[src/rtl/inert_avg.sv]
// Windowed moving average of three signed inertial angle channels over the
// last 2^AVG_LOG2 accepted samples, with a FILL/RUN window controller.
module inert_avg #(
   parameter int AVG_LOG2 = 3
) (
   input  logic               clk,
   input  logic               rst,
   input  logic               clr,
   input  logic               vld,
   input  logic signed [15:0] ptch,
   input  logic signed [15:0] roll,
   input  logic signed [15:0] yaw,
   output logic               avg_vld,
   output logic signed [15:0] ptch_avg,
   output logic signed [15:0] roll_avg,
   output logic signed [15:0] yaw_avg,
   output logic               full
);

   localparam int N  = 1 << AVG_LOG2;
   localparam int SW = 16 + AVG_LOG2;
   localparam int CW = AVG_LOG2 + 1;
   localparam logic [CW-1:0] CNT_LAST = CW'(N - 1);

   typedef enum logic {
      FILL = 1'b0,
      RUN  = 1'b1
   } state_t;

   state_t                   state_q;
   logic [AVG_LOG2-1:0]      wptr_q;
   logic [CW-1:0]            cnt_q;
   logic signed [SW-1:0]     sum_q   [3];
   logic signed [15:0]       avg_q   [3];
   logic signed [15:0]       buf_q   [3][N];
   logic                     avg_vld_q;
   logic                     full_q;

   logic signed [15:0]       samp_s  [3];
   logic signed [15:0]       old_s   [3];
   logic signed [SW-1:0]     sum_d   [3];
   logic signed [15:0]       avg_d   [3];
   logic                     fill_done_s;

   function automatic logic signed [SW-1:0] sext(input logic signed [15:0] v);
      return {{AVG_LOG2{v[15]}}, v};
   endfunction

   // Next running sums and floor-divided means for the sample on the inputs
   always_comb begin
      samp_s[0] = ptch;
      samp_s[1] = roll;
      samp_s[2] = yaw;
      for (int c = 0; c < 3; c++) begin
         if (state_q == RUN) begin
            old_s[c] = buf_q[c][wptr_q];
         end else begin
            old_s[c] = 16'sd0;
         end
         sum_d[c] = sum_q[c] + sext(samp_s[c]) - sext(old_s[c]);
         // Upper 16 bits of the sum are the arithmetic shift right by AVG_LOG2.
         avg_d[c] = sum_d[c][AVG_LOG2 +: 16];
      end
      fill_done_s = (cnt_q == CNT_LAST);
   end

   // Window controller, running sums and registered outputs
   always_ff @(posedge clk or posedge rst) begin
      if (rst) begin
         state_q   <= FILL;
         wptr_q    <= '0;
         cnt_q     <= '0;
         avg_vld_q <= 1'b0;
         full_q    <= 1'b0;
         for (int c = 0; c < 3; c++) begin
            sum_q[c] <= '0;
            avg_q[c] <= 16'sd0;
         end
      end else if (clr) begin
         state_q   <= FILL;
         wptr_q    <= '0;
         cnt_q     <= '0;
         avg_vld_q <= 1'b0;
         full_q    <= 1'b0;
         for (int c = 0; c < 3; c++) begin
            sum_q[c] <= '0;
         end
      end else if (vld) begin
         wptr_q <= wptr_q + AVG_LOG2'(1'b1);
         for (int c = 0; c < 3; c++) begin
            sum_q[c] <= sum_d[c];
         end
         if (state_q == FILL) begin
            cnt_q <= cnt_q + CW'(1'b1);
            if (fill_done_s) begin
               state_q   <= RUN;
               full_q    <= 1'b1;
               avg_vld_q <= 1'b1;
               for (int c = 0; c < 3; c++) begin
                  avg_q[c] <= avg_d[c];
               end
            end else begin
               avg_vld_q <= 1'b0;
            end
         end else begin
            full_q    <= 1'b1;
            avg_vld_q <= 1'b1;
            for (int c = 0; c < 3; c++) begin
               avg_q[c] <= avg_d[c];
            end
         end
      end else begin
         avg_vld_q <= 1'b0;
      end
   end

   // Sample storage needs no reset: FILL rewrites every entry before RUN reads it
   always_ff @(posedge clk) begin
      if (vld && !clr) begin
         for (int c = 0; c < 3; c++) begin
            buf_q[c][wptr_q] <= samp_s[c];
         end
      end
   end

   assign avg_vld  = avg_vld_q;
   assign full     = full_q;
   assign ptch_avg = avg_q[0];
   assign roll_avg = avg_q[1];
   assign yaw_avg  = avg_q[2];

endmodule
[config.mk]
export PLATFORM = sky130hd
export DESIGN_NAME = inert_avg
export DESIGN_NICKNAME = d
export VERILOG_FILES = /design/src/rtl/inert_avg.sv
export SDC_FILE = /design/constraint.sdc
export NUM_CORES = 1
export LEC_CHECK = 0
export ABC_AREA = 1
export BUFFER_PORTS_ARGS = -buffer_cell sky130_fd_sc_hd__clkbuf_2
export CORE_ASPECT_RATIO = 0.7
export CORE_MARGIN = 5
export CORE_UTILIZATION = 25
export DETAILED_ROUTE_END_ITERATION = 7
export SKIP_CTS_REPAIR_TIMING = 1
export SLEW_MARGIN = 30
export SYNTH_ARGS = -nofsm -noshare
export SYNTH_HDL_FRONTEND = slang
export SYNTH_SLANG_ARGS = --single-unit
[constraint.sdc]
create_clock -name clk -period 12 [get_ports clk]
set_clock_uncertainty 0.15 [all_clocks]
set_input_delay 2.4 -clock clk [delete_from_list [all_inputs] [get_ports clk]]
set_output_delay 2.4 -clock clk [all_outputs]
set_load 0.005 [all_outputs]
# After elaboration in Yosys (flattened, before gate mapping)
# Memories as Yosys holds them, arrays and structs flattened.
# Cells that the tools add are included.
# W data, S select, Z words.
[classes]
addsub = 8
n_eq_ne = 2
n_mux = 35
bitwise = 2
n_lt_le_gt_ge = 2
reduce_logical = 9
[op_table]
columns = ["cell", "n"]
rows = [
  ["$mux W16", 10],
  ["$bmux W16 S3", 3],
  ["$mux W128", 1],
  ["$mux W57", 2],
  ["$mux W48", 2],
  ["$add A19 B16 Y19", 3],
  ["$sub A19 B16 Y19", 3],
  ["$demux W16 S3", 1],
  ["$mux W4", 3],
  ["$mux W1", 11],
  ["$mux W3", 2],
  ["$add A4 B1 Y4 const B", 1],
  ["$eq A4 B3 Y1 const B", 1],
  ["$ge A4 B4 Y1 const B", 1],
  ["$lt A4 B1 Y1 const B", 1],
  ["$not A3 Y4", 1],
  ["$reduce_and A2 Y1", 2],
  ["$reduce_bool A2 Y1", 2],
  ["$add A3 B1 Y3 const B", 1],
  ["$reduce_and A3 Y1", 1],
  ["$reduce_bool A3 Y1", 1],
  ["$logic_and A1 B1 Y1", 2],
  ["$ne A2 B2 Y1 const B", 1],
  ["$logic_not A1 Y1", 1],
  ["$not A1 Y1", 1],
]
[word_totals]
word_cells = 70
ff_bits = 115
inputBits = 52
ramBits = 384
output_inout_bits = 50
mem_count = 1
[memory_table]
columns = ["name", "words", "word_bits", "rd", "rd_clocked_by_memory_dff", "wr", "line", "source"]
rows = [
  ["buf_q", 3, 128, 3, 0, 3, "35", "logic signed [15:0] buf_q [3][N];"],
]

# Logic depth before layout (Yosys ltp)
# Gate-level depths: netlist of the first run.
[depth]
word_depth = 8
depth_mapped = 22

# Worst setup path after synthesis of the first run
# No wires, ideal clock.
[synth_timing]
path_kind = "input -> register"
start = "input vld"
end = "memory buf_q[0][112] (netlist bit) (enable)"
path_slack_ns = 6.539
path_buffers = 1
path_stages = 5
arrival_time_ns = 4.857
path_cell_list = "inv_2 nor2_2 buf_2 nand2_1 nor2_1"
[synth_rtl]
columns = ["item", "line", "source"]
rows = [
  ["start, declared", "9", "input logic vld,"],
  ["end, declared", "35", ""],
]

# Final worst setup path of the first run
[layout_timing]
start = "register wptr_q[0]"
end = "register avg_q, in the netlist ptch_avg[13]"
[layout_between]
elab_chain_cells = 8
[layout_rtl]
columns = ["item", "line", "source"]
rows = [
  ["start, declared", "31", "logic [AVG_LOG2-1:0] wptr_q;"],
  ["start signal, assigned", "89", "wptr_q <= wptr_q + AVG_LOG2'(1'b1);"],
  ["$not A3 Y4 (implied by the code) (*)", "56", "old_s[c] = buf_q[c][wptr_q];"],
  ["$bmux W16 S3 (*)", "56", ""],
  ["$mux W16 (implied by the code) (*) (2 in series)", "56", ""],
  ["$mux W16 (*)", "55", "if (state_q == RUN) begin"],
  ["$sub A19 B16 Y19 (*)", "60", "sum_d[c] = sum_q[c] + sext(samp_s[c]) - sext(old_s[c]);"],
  ["$mux W48", "95", "if (fill_done_s) begin"],
  ["$mux W48 (*)", "93", "if (state_q == FILL) begin"],
  ["end signal, assigned by index", "100", "avg_q[c] <= avg_d[c];"],
  ["end signal, assigned by index", "109", "avg_q[c] <= avg_d[c];"],
  ["end, declared", "34", "logic signed [15:0] avg_q [3];"],
]
# Mark *: on every way between the ends. The rest lies on a longest branch, timed or not. The select of a mux whose other input is x is not followed.
# A chain may end at the register's enable or synchronous reset.

==> results.tsv, run 1 <==
stage	metric	value	unit
run_status	status	completed	
floorplan	core area	94400	um^2
power_and_ir_drop	Logic pwr share	0.302	
routing	Antenna Nets Post-Route	0	
power_and_ir_drop	Net Sw Power	1.80	mW
critical_path	CP Launch Type	register	
placed_design	PortBufs	101	
floorplan	Die H	269	um
sta	Final min period	5.21	ns
clock_tree	CTS tree	done	
power_and_ir_drop	sequential share of power	0.393	
grt	first-pass GRT wire length	103000	um
synthesis	Distinct cells, synth	33	
floorplan	I/O pin count	102	
synthesis	post-synth design cell area	23900	um^2
layout	layout cells sized above 1	0.0869	
grt	largest net degree at the start of global routing	111	
power_and_ir_drop	switching portion of total power	0.345	
power_and_ir_drop	Int Power	3.43	mW
routing	DR vias	16739	
grt	Congestion Overflow GR	0	
placed_design	GP Congestion	0.831	
worst_hold_path	Hold Crit Class	reg -> reg	
job	max cap viols	0	
power_and_ir_drop	PD cells	190	nW/um^2
clock_tree	clock slew at reported path FFs	0.06	ns
synthesis	Syn Inst Count	2358	
routing	drt wl/cell	18.3	um
sta	fin crit share	0.434	
routing	overall routed net length	68300	um
sta	Setup TNS Final	0	ns
power_and_ir_drop	Clk pwr share	0.305	
floorplan	row count	94	
grt	vias in the first global route	16053	
sta	Hold Fails Final Rpt	0	
sta	final worst-path setup slack	6.79	ns
synthesis	Ys Warns	0	
sta	pin slew with the least headroom to its limit	0.916	ns
synthesis	Seq/Total Area, Yosys	0.602	
routing	met2 routed WL	27200	um
clock_tree	clk_lat worst skew	0.60	ns
routing	met1 wire length	32900	um
clock_tree	H-tree depth	2	
clock_tree	maximum clock path buffer count	3	
floorplan	Starting Density	0.253	
sta	highest clock rate	0.192	GHz
synthesis	Avg Cell Area, Syn	10.1	um^2
floorplan	die area	102000	um^2
clock_tree	root buffer cell	clkbuf_16	
routing	DR vias/cell	4.48	
clock_tree	CTS Sinks	499	
sta	RSZ-0062 raised after global routing	false	
sta	Setup violations, final	0	
placed_design	Detail Placement HPWL	46600	um
critical_path	Crit Path Class	reg -> reg	
critical_path	Critical Path End Type	register	
critical_path	critical path arrival	5.53	ns
power_and_ir_drop	Max VDD drop	0.000124	V
sta	max-slew violations	0	
power_and_ir_drop	leakage power	11.2	nW
grt	initial antenna violation count	9	
clock_tree	Num CTS Buffers	48	
layout	commonest non-fill, non-tap cell in the layout	nor2_1	
routing	metal3 WL	6920	um
routing	drt pass-1 iters	5	
floorplan	Die X	380	um
synthesis	Post-Synthesis Net Count	2526	
layout	most frequent cells in the layout	nor2_1 (413), nand2_1 (411), edfxtp_1 (384)	
synthesis	number of synthesized register bits	499	
layout	nets@finish	2615	
critical_path	worst path required time	12.32	ns
layout	Area Growth Syn to Fin	14.9	%
routing	Initial DRC Count	1541	
critical_path	Worst Path Max Fanout	110	
routing	DRC	0	
placed_design	dpl ws	6.46	ns
sta	Slew Limit Headroom	0.388	
grt	global-route usage over all layers	0.132	
routing	Max Used Layer	met5	
layer usage:
layer | vias up | GRT usage
li1 | 8018 | -
met4 | 8 | 0.0264
met3 | 89 | 0.0453
met5 | - | 0
met2 | 593 | 0.184
met1 | 8031 | 0.196
flip-flops by register name, indices dropped and copies added (netlist names):
register  cells
full          1
yaw_avg      16
roll_avg     16
ptch_avg     16
avg_vld       1
wptr_q        3
sum_q        57
buf_q       384
cnt_q         4
state_q       1
final cells by class:
type,instances,area (um^2)
fill,9726,67000
sequential,499,14400
multi-input combinational,1475,8070
tap,1248,1560
clock buffer,63,1320
inverter,302,1150
timing repair buffer,121,659
clock inverter,25,318
antenna,3,7.51
path summary, 6_finish.rpt:
| kind | cells after the start | slack, ns | end | from |
|---|---|---|---|---|
| setup / recovery | 18 | 6.79 | ptch_avg[13] | wptr_q[0] |
| hold / removal | 2 | 0.33 | roll_avg[10] | roll_avg[10] |
| setup reg to reg | 18 | 6.79 | ptch_avg[13] | wptr_q[0] |
| hold reg to reg | 2 | 0.33 | roll_avg[10] | roll_avg[10] |
| max in group asynchronous | 3 | 8.88 | wptr_q[0] | rst |
| min in group asynchronous | 2 | 1.72 | yaw_avg[13] | rst |
power groups by stage:
stage	Combinational [mW]	Sequential, mW	Clock, mW
2_1_floorplan	1.12	2.07	0
3_3_place_gp	1.54	2.09	0
3_5_place_dp	1.56	2.09	0
4_1_cts	1.56	2.06	1.64
5_1_grt	1.80	2.07	1.70
6_report	1.58	2.05	1.59
synth_stat cells:
cell type,n,area (um^2)
ha_1,62,776
inv_4,1,6.26
nand2_1,412,1550
clkinv_1,1,3.75
nand4_1,2,12.5
nand3b_1,28,210
nor2_2,2,12.5
inv_1,297,1110
a21oi_1,43,215
o21ai_1,18,90.1
nor2_1,421,1580
a41oi_1,42,368
dfrtp_1,115,2880
and2_1,4,25.0
nand3_1,99,495
clkbuf_1,35,131
edfxtp_1,384,11500
buf_1,14,52.6
xor2_1,8,70.1
nor3_1,10,50.1
buf_4,8,60.1
xnor2_1,14,123
nor2_8,1,20.0
o22ai_1,23,144
o21bai_1,2,15.0
nand2_2,3,18.8
buf_6,1,11.3
o21ai_0,224,1120
o21ai_2,1,8.76
inv_2,3,11.3
fa_1,54,1080
buf_2,24,120
a211oi_1,2,15.0
cells by family after synthesis:
group,after synthesis,synth area share
flip-flops,499,0.602
XOR/XNOR,22,0.00806
adder cells (fa/ha/maj),116,0.0776
AO/OA/AOI/OAI,355,0.0827
buffers and inverters,384,0.0632
AND/OR/NAND/NOR,982,0.166
critical path, stage by stage (launching register included):
cell and delay (ns):
dfrtp_4 0.73, inv_6 0.63, buf_4 0.75, o21ai_0 0.36, a41oi_1 0.41, ha_1 0.18, inv_1 0.04, ha_1 0.24
fa_1 0.50, nand2_1 0.08, inv_1 0.06, nand2_1 0.06, nand3_1 0.10, nand2_1 0.08, nand2_1 0.18, nand2_1 0.17
nand3b_1 0.11, nand3_1 0.13, nand2_1 0.06
metrics by stage:
step,util,instance area [um^2],power [mW],hold slack [ns],std cells
after CTS,0.291,27500,5.26,0.333,3733
after global routing,0.291,27500,5.57,0.353,3733
after floorplan,-,23900,3.19,0.299,2358
final,0.291,27500,5.23,0.327,3736
after global placement,0.274,25800,3.63,0.313,3645
after detailed placement,0.274,25800,3.65,0.315,3645
(Power assumes the default switching activity.)
==> inputs of run 2 (changes only) <==
==> constraint.sdc (replaced) <==
create_clock -name clk -period 4.2 [get_ports clk]
set_clock_uncertainty 0.15 [all_clocks]
set_input_delay 0.84 -clock clk [delete_from_list [all_inputs] [get_ports clk]]
set_output_delay 0.84 -clock clk [all_outputs]
set_load 0.005 [all_outputs]
==> run 2 against run 1 <==
Wire length decreased by 0.58%. Worst setup slack worse by 6.4 ns. Highest routed layer unchanged. Sequential power rose to 2.9 times the previous value. Critical path depth did not move.
==> results.tsv, run 2 (synthesized netlist as in run 1, its figures left out) <==
stage	metric	value	unit
floorplan	core area	94400	um^2
floorplan	Starting Density	0.253	
routing	Antenna Nets Post-Route	0	
sta	Final min period	3.81	ns
critical_path	Crit Path Class	reg -> reg	
sta	Setup TNS Final	0	ns
clock_tree	H-tree depth	2	
routing	Initial DRC Count	1735	
sta	Hold Fails Final Rpt	0	
layout	nets@finish	2651	
routing	metal3 WL	5980	um
clock_tree	CTS tree	done	
sta	Setup violations, final	0	
placed_design	Detail Placement HPWL	46100	um
critical_path	Worst Path Max Fanout	52	
placed_design	GP Congestion	0.847	
layout	largest registers	buf_q: 384 flops, sum_q: 57 flops	
layout	layout cells sized above 1	0.102	
sta	highest clock rate	0.262	GHz
routing	DR vias/cell	4.50	
placed_design	area of placed instances	26300	um^2
grt	vias in the first global route	16430	
layout	most frequent cells in the layout	nor2_1 (413), nand2_1 (411), edfxtp_1 (384)	
power_and_ir_drop	leakage power	11.5	nW
routing	drt wl/cell	18.0	um
critical_path	critical path arrival	4.14	ns
layout	largest register by flop count	buf_q	
sta	Slew Limit Headroom	0.444	
placed_design	PortBufs	101	
critical_path	CP Launch Type	register	
power_and_ir_drop	Max VDD drop	0.000322	V
clock_tree	Num CTS Buffers	47	
grt	Congestion Overflow GR	0	
grt	largest net degree at the start of global routing	93	
routing	met1 wire length	33100	um
routing	DRC	0	
floorplan	Die H	269	um
routing	Max Used Layer	met5	
placed_design	dpl ws	0.365	ns
sta	RSZ-0062 raised after global routing	false	
floorplan	I/O pin count	102	
clock_tree	root buffer cell	clkbuf_16	
floorplan	row count	94	
job	max cap viols	0	
clock_tree	clock slew at reported path FFs	0.06	ns
sta	final worst-path setup slack	0.389	ns
floorplan	die area	102000	um^2
sta	pin slew with the least headroom to its limit	0.835	ns
critical_path	Critical Path End Type	register	
sta	max-slew violations	0	
layout	commonest non-fill, non-tap cell in the layout	nor2_1	
grt	first-pass GRT wire length	103000	um
clock_tree	maximum clock path buffer count	3	
routing	drt pass-1 iters	5	
power_and_ir_drop	PD cells	531	nW/um^2
clock_tree	clk_lat worst skew	0.59	ns
power_and_ir_drop	total design power	14.8	mW
routing	DR vias	16973	
layout	Final Instance Area	27900	um^2
sta	fin crit share	0.907	
routing	overall routed net length	67900	um
critical_path	worst path required time	4.52	ns
sta	worst hold slack	0.243	ns
floorplan	Die X	380	um
layout	Area Growth Syn to Fin	16.6	%
worst_hold_path	Hold Crit Class	in -> async	
routing	met2 routed WL	27800	um
layout	Largest register FFs	384	
grt	initial antenna violation count	9	
run_status	status	completed	
clock_tree	CTS Sinks	499	
grt	global-route usage over all layers	0.131	
run 2: critical path, stage by stage (launching register included):
cell     delay, ns
dfrtp_4       0.57
inv_4         0.13
buf_12        0.21
buf_12        0.24
o21ai_0       0.13
a41oi_1       0.41
fa_1          0.49
inv_1         0.06
ha_1          0.28
nand2_1       0.19
inv_1         0.06
nand2_1       0.06
nand2_1       0.04
inv_1         0.12
nor2_1        0.05
nor2_1        0.16
nand3_1       0.13
nand3_1       0.10
nand2_1       0.06
run 2: path summary, 6_finish.rpt:
kind | from | end | slack [ns] | cells past startpoint
min | rst | yaw_avg[2] | 0.24 | 2
max in group asynchronous | rst | sum_q[22] | 2.92 | 3
max | wptr_q[0] | yaw_avg[14] | 0.39 | 18
min reg2reg | yaw_avg[12] | yaw_avg[12] | 0.33 | 2
max reg2reg | wptr_q[0] | yaw_avg[14] | 0.39 | 18
min in group clk | yaw_avg[12] | yaw_avg[12] | 0.33 | 2
run 2: area by class of cell:
cell class | count | area [um^2]
fill | 9740 | 66600
sequential | 499 | 14400
multi-input combinational | 1475 | 8070
tap | 1248 | 1560
clock buffer | 59 | 1250
inverter | 302 | 1150
timing repair buffer | 158 | 1110
clock inverter | 28 | 327
antenna | 4 | 10.0
run 2: report_power, final:
group	switching [mW]	total, mW	internal [mW]
clock network	1.94	4.44	2.51
logic	2.94	4.50	1.56
registers	0.209	5.88	5.67
run 2: through the flow:
| stage | utilization | cells |
|---|---|---|
| after floorplan | - | 2358 |
| after global routing | 0.295 | 3769 |
| after CTS | 0.295 | 3769 |
| final | 0.295 | 3773 |
| after detailed placement | 0.278 | 3682 |
| after global placement | 0.278 | 3682 |
run 2: routing by layer:
metal  vias to the layer above  track usage
met5                         -            0
met3                        78       0.0328
li1                       8102            -
met4                        12       0.0206
met2                       567        0.191
met1                      8214        0.199
==> inputs of run 3 (changes only) <==
--- a/config.mk
+++ b/config.mk
@@ -10,7 +10,9 @@
 export CORE_ASPECT_RATIO = 0.7
 export CORE_MARGIN = 5
 export CORE_UTILIZATION = 25
+export CTS_CLUSTER_SIZE = 28
 export DETAILED_ROUTE_END_ITERATION = 7
+export PLACE_DENSITY = 0.44
 export SKIP_CTS_REPAIR_TIMING = 1
 export SLEW_MARGIN = 30
 export SYNTH_ARGS = -nofsm -noshare
==> run 3 against run 2 <==
Non-clock buffer count down 7. Core utilization barely moved. Register-to-register slack worse by 0.06 ns. Global-route usage grew 0.80 points. First-iteration DRC count is 41% lower. Via count decreased by 0.21%. Sequential share of layout area is 0.053 points lower. Combinational power is essentially flat. Die area unchanged. Sequential power is essentially flat.
==> results.tsv, run 3 (synthesized netlist as in run 1, its figures left out) <==
stage	metric	value	unit
sta	RSZ-0062 raised after global routing	false	
power_and_ir_drop	Clk pwr share	0.310	
placed_design	Detail Placement HPWL	46800	um
power_and_ir_drop	PD cells	539	nW/um^2
power_and_ir_drop	Max VDD drop	0.000287	V
clock_tree	CTS Sinks	499	
routing	drt pass-1 iters	7	
layout	Final Instance Area	27900	um^2
critical_path	worst path required time	4.54	ns
critical_path	Critical Path End Type	register	
layout	largest registers	buf_q: 384 flops, sum_q: 57 flops	
floorplan	row count	94	
layout	Fillers	9744	
placed_design	PortBufs	101	
routing	DR vias/cell	4.49	
clock_tree	maximum clock path buffer count	3	
critical_path	Worst Path Max Fanout	35	
floorplan	Die H	269	um
floorplan	I/O pin count	102	
layout	Area Growth Syn to Fin	16.7	%
sta	Final min period	3.87	ns
routing	Initial DRC Count	1022	
sta	Setup violations, final	0	
sta	final worst-path setup slack	0.334	ns
routing	drt wl/cell	19.0	um
floorplan	Starting Density	0.253	
routing	DRC	0	
sta	Slew Limit Headroom	0.427	
layout	final core occ	0.296	
routing	DR vias	16937	
clock_tree	Num CTS Buffers	52	
placed_design	dpl ws	0.349	ns
power_and_ir_drop	Logic pwr share	0.300	
sta	pin slew with the least headroom to its limit	0.860	ns
grt	global-route usage over all layers	0.139	
clock_tree	clock slew at reported path FFs	0.07	ns
routing	overall routed net length	71600	um
power_and_ir_drop	leakage power	11.5	nW
layout	Largest register FFs	384	
sta	Setup TNS Final	0	ns
job	max cap viols	0	
grt	vias in the first global route	16859	
layout	layout cells sized above 1	0.0992	
floorplan	Die X	380	um
grt	largest net degree at the start of global routing	103	
sta	highest clock rate	0.259	GHz
floorplan	core area	94400	um^2
critical_path	Crit Path Class	reg -> reg	
grt	first-pass GRT wire length	108000	um
layout	largest register by flop count	buf_q	
power_and_ir_drop	Net Sw Power	5.16	mW
worst_hold_path	Hold Crit Class	in -> async	
sta	max-slew violations	0	
clock_tree	H-tree depth	2	
sta	fin crit share	0.921	
run_status	status	completed	
power_and_ir_drop	switching portion of total power	0.343	
layout	nets@finish	2649	
clock_tree	clk_lat worst skew	0.62	ns
grt	Congestion Overflow GR	0	
placed_design	area of placed instances	26200	um^2
sta	Hold Fails Final Rpt	0	
power_and_ir_drop	Int Power	9.89	mW
power_and_ir_drop	sequential share of power	0.391	
grt	initial antenna violation count	2	
critical_path	CP Launch Type	register	
routing	Antenna Nets Post-Route	0	
critical_path	critical path arrival	4.21	ns
floorplan	die area	102000	um^2
placed_design	GP Congestion	0.853	
power_and_ir_drop	total design power	15.1	mW
layout	commonest non-fill, non-tap cell in the layout	nor2_1	
clock_tree	CTS tree	done	
clock_tree	root buffer cell	clkbuf_16	
layout	most frequent cells in the layout	nor2_1 (413), nand2_1 (411), edfxtp_1 (384)	
==> run 3: cell types whose count changed in the layout (fill, tap and decap cells not counted), moves of 2 or more <==
cell,previous run,this run
clkbuf_8,3,1
buf_4,43,36
diode_2,4,2
clkinv_2,11,8
clkinvlp_4,3,5
clkbuf_1,9,14
clkbuf_16,47,53
==> run 3: power by group through the flow <==
stage	Clock [mW]	Sequential, mW	Combinational [mW]
after global placement	0	5.98	4.48
after CTS	4.82	5.88	4.53
after global routing	5.03	5.92	5.17
after detailed placement	0	5.98	4.51
final	4.66	5.88	4.51
after floorplan	0	5.92	3.20
==> run 3: cell type report <==
cell class,count,area (um^2),area share
multi-input cells,1475,8070,0.289
diodes,2,5.00,0.000179
well taps,1248,1560,0.0559
flip-flops and latches,499,14400,0.516
clock buffers,68,1390,0.0499
repair buffers,151,1060,0.0378
inverters,302,1140,0.0410
clock inverters,26,283,0.0101
==> run 3: critical path, stage by stage, from the launching register on <==
cell	delay, ns
dfrtp_4	0.52
inv_4	0.39
buf_12	0.24
o21ai_0	0.11
a41oi_1	0.27
ha_1	0.16
inv_1	0.04
ha_1	0.27
fa_1	0.54
nand2_1	0.10
inv_1	0.05
nand2_1	0.06
nand3_1	0.12
nand2_1	0.10
nand2_1	0.14
nand2_1	0.12
nand3b_1	0.10
nand3_1	0.17
nand2_1	0.06
==> run 3: layer usage <==
| metal | up-vias | global-route usage | routed length, um |
|---|---|---|---|
| met2 | 352 | 0.219 | 31500 |
| met5 | - | 0 | 7 |
| met3 | 74 | 0.0281 | 3830 |
| met1 | 8412 | 0.201 | 35300 |
| li1 | 8097 | - | - |
| met4 | 2 | 0.0247 | 959 |
==> run 3: through the flow <==
step,hold WS [ns],cells
6_report,0.219,3771
3_5_place_dp,0.316,3675
2_1_floorplan,0.299,2358
5_1_grt,0.259,3769
3_3_place_gp,0.313,3675
4_1_cts,0.222,3769
==> run 3: final timing paths <==
kind,startpoint,cells past startpoint,slack (ns),endpoint
max,wptr_q[0],18,0.33,ptch_avg[13]
min,rst,2,0.22,full
max reg2reg,wptr_q[0],18,0.33,ptch_avg[13]
min reg2reg,yaw_avg[10],2,0.33,yaw_avg[10]
max in group asynchronous,rst,3,2.90,sum_q[43]
min in group clk,yaw_avg[10],2,0.33,yaw_avg[10]
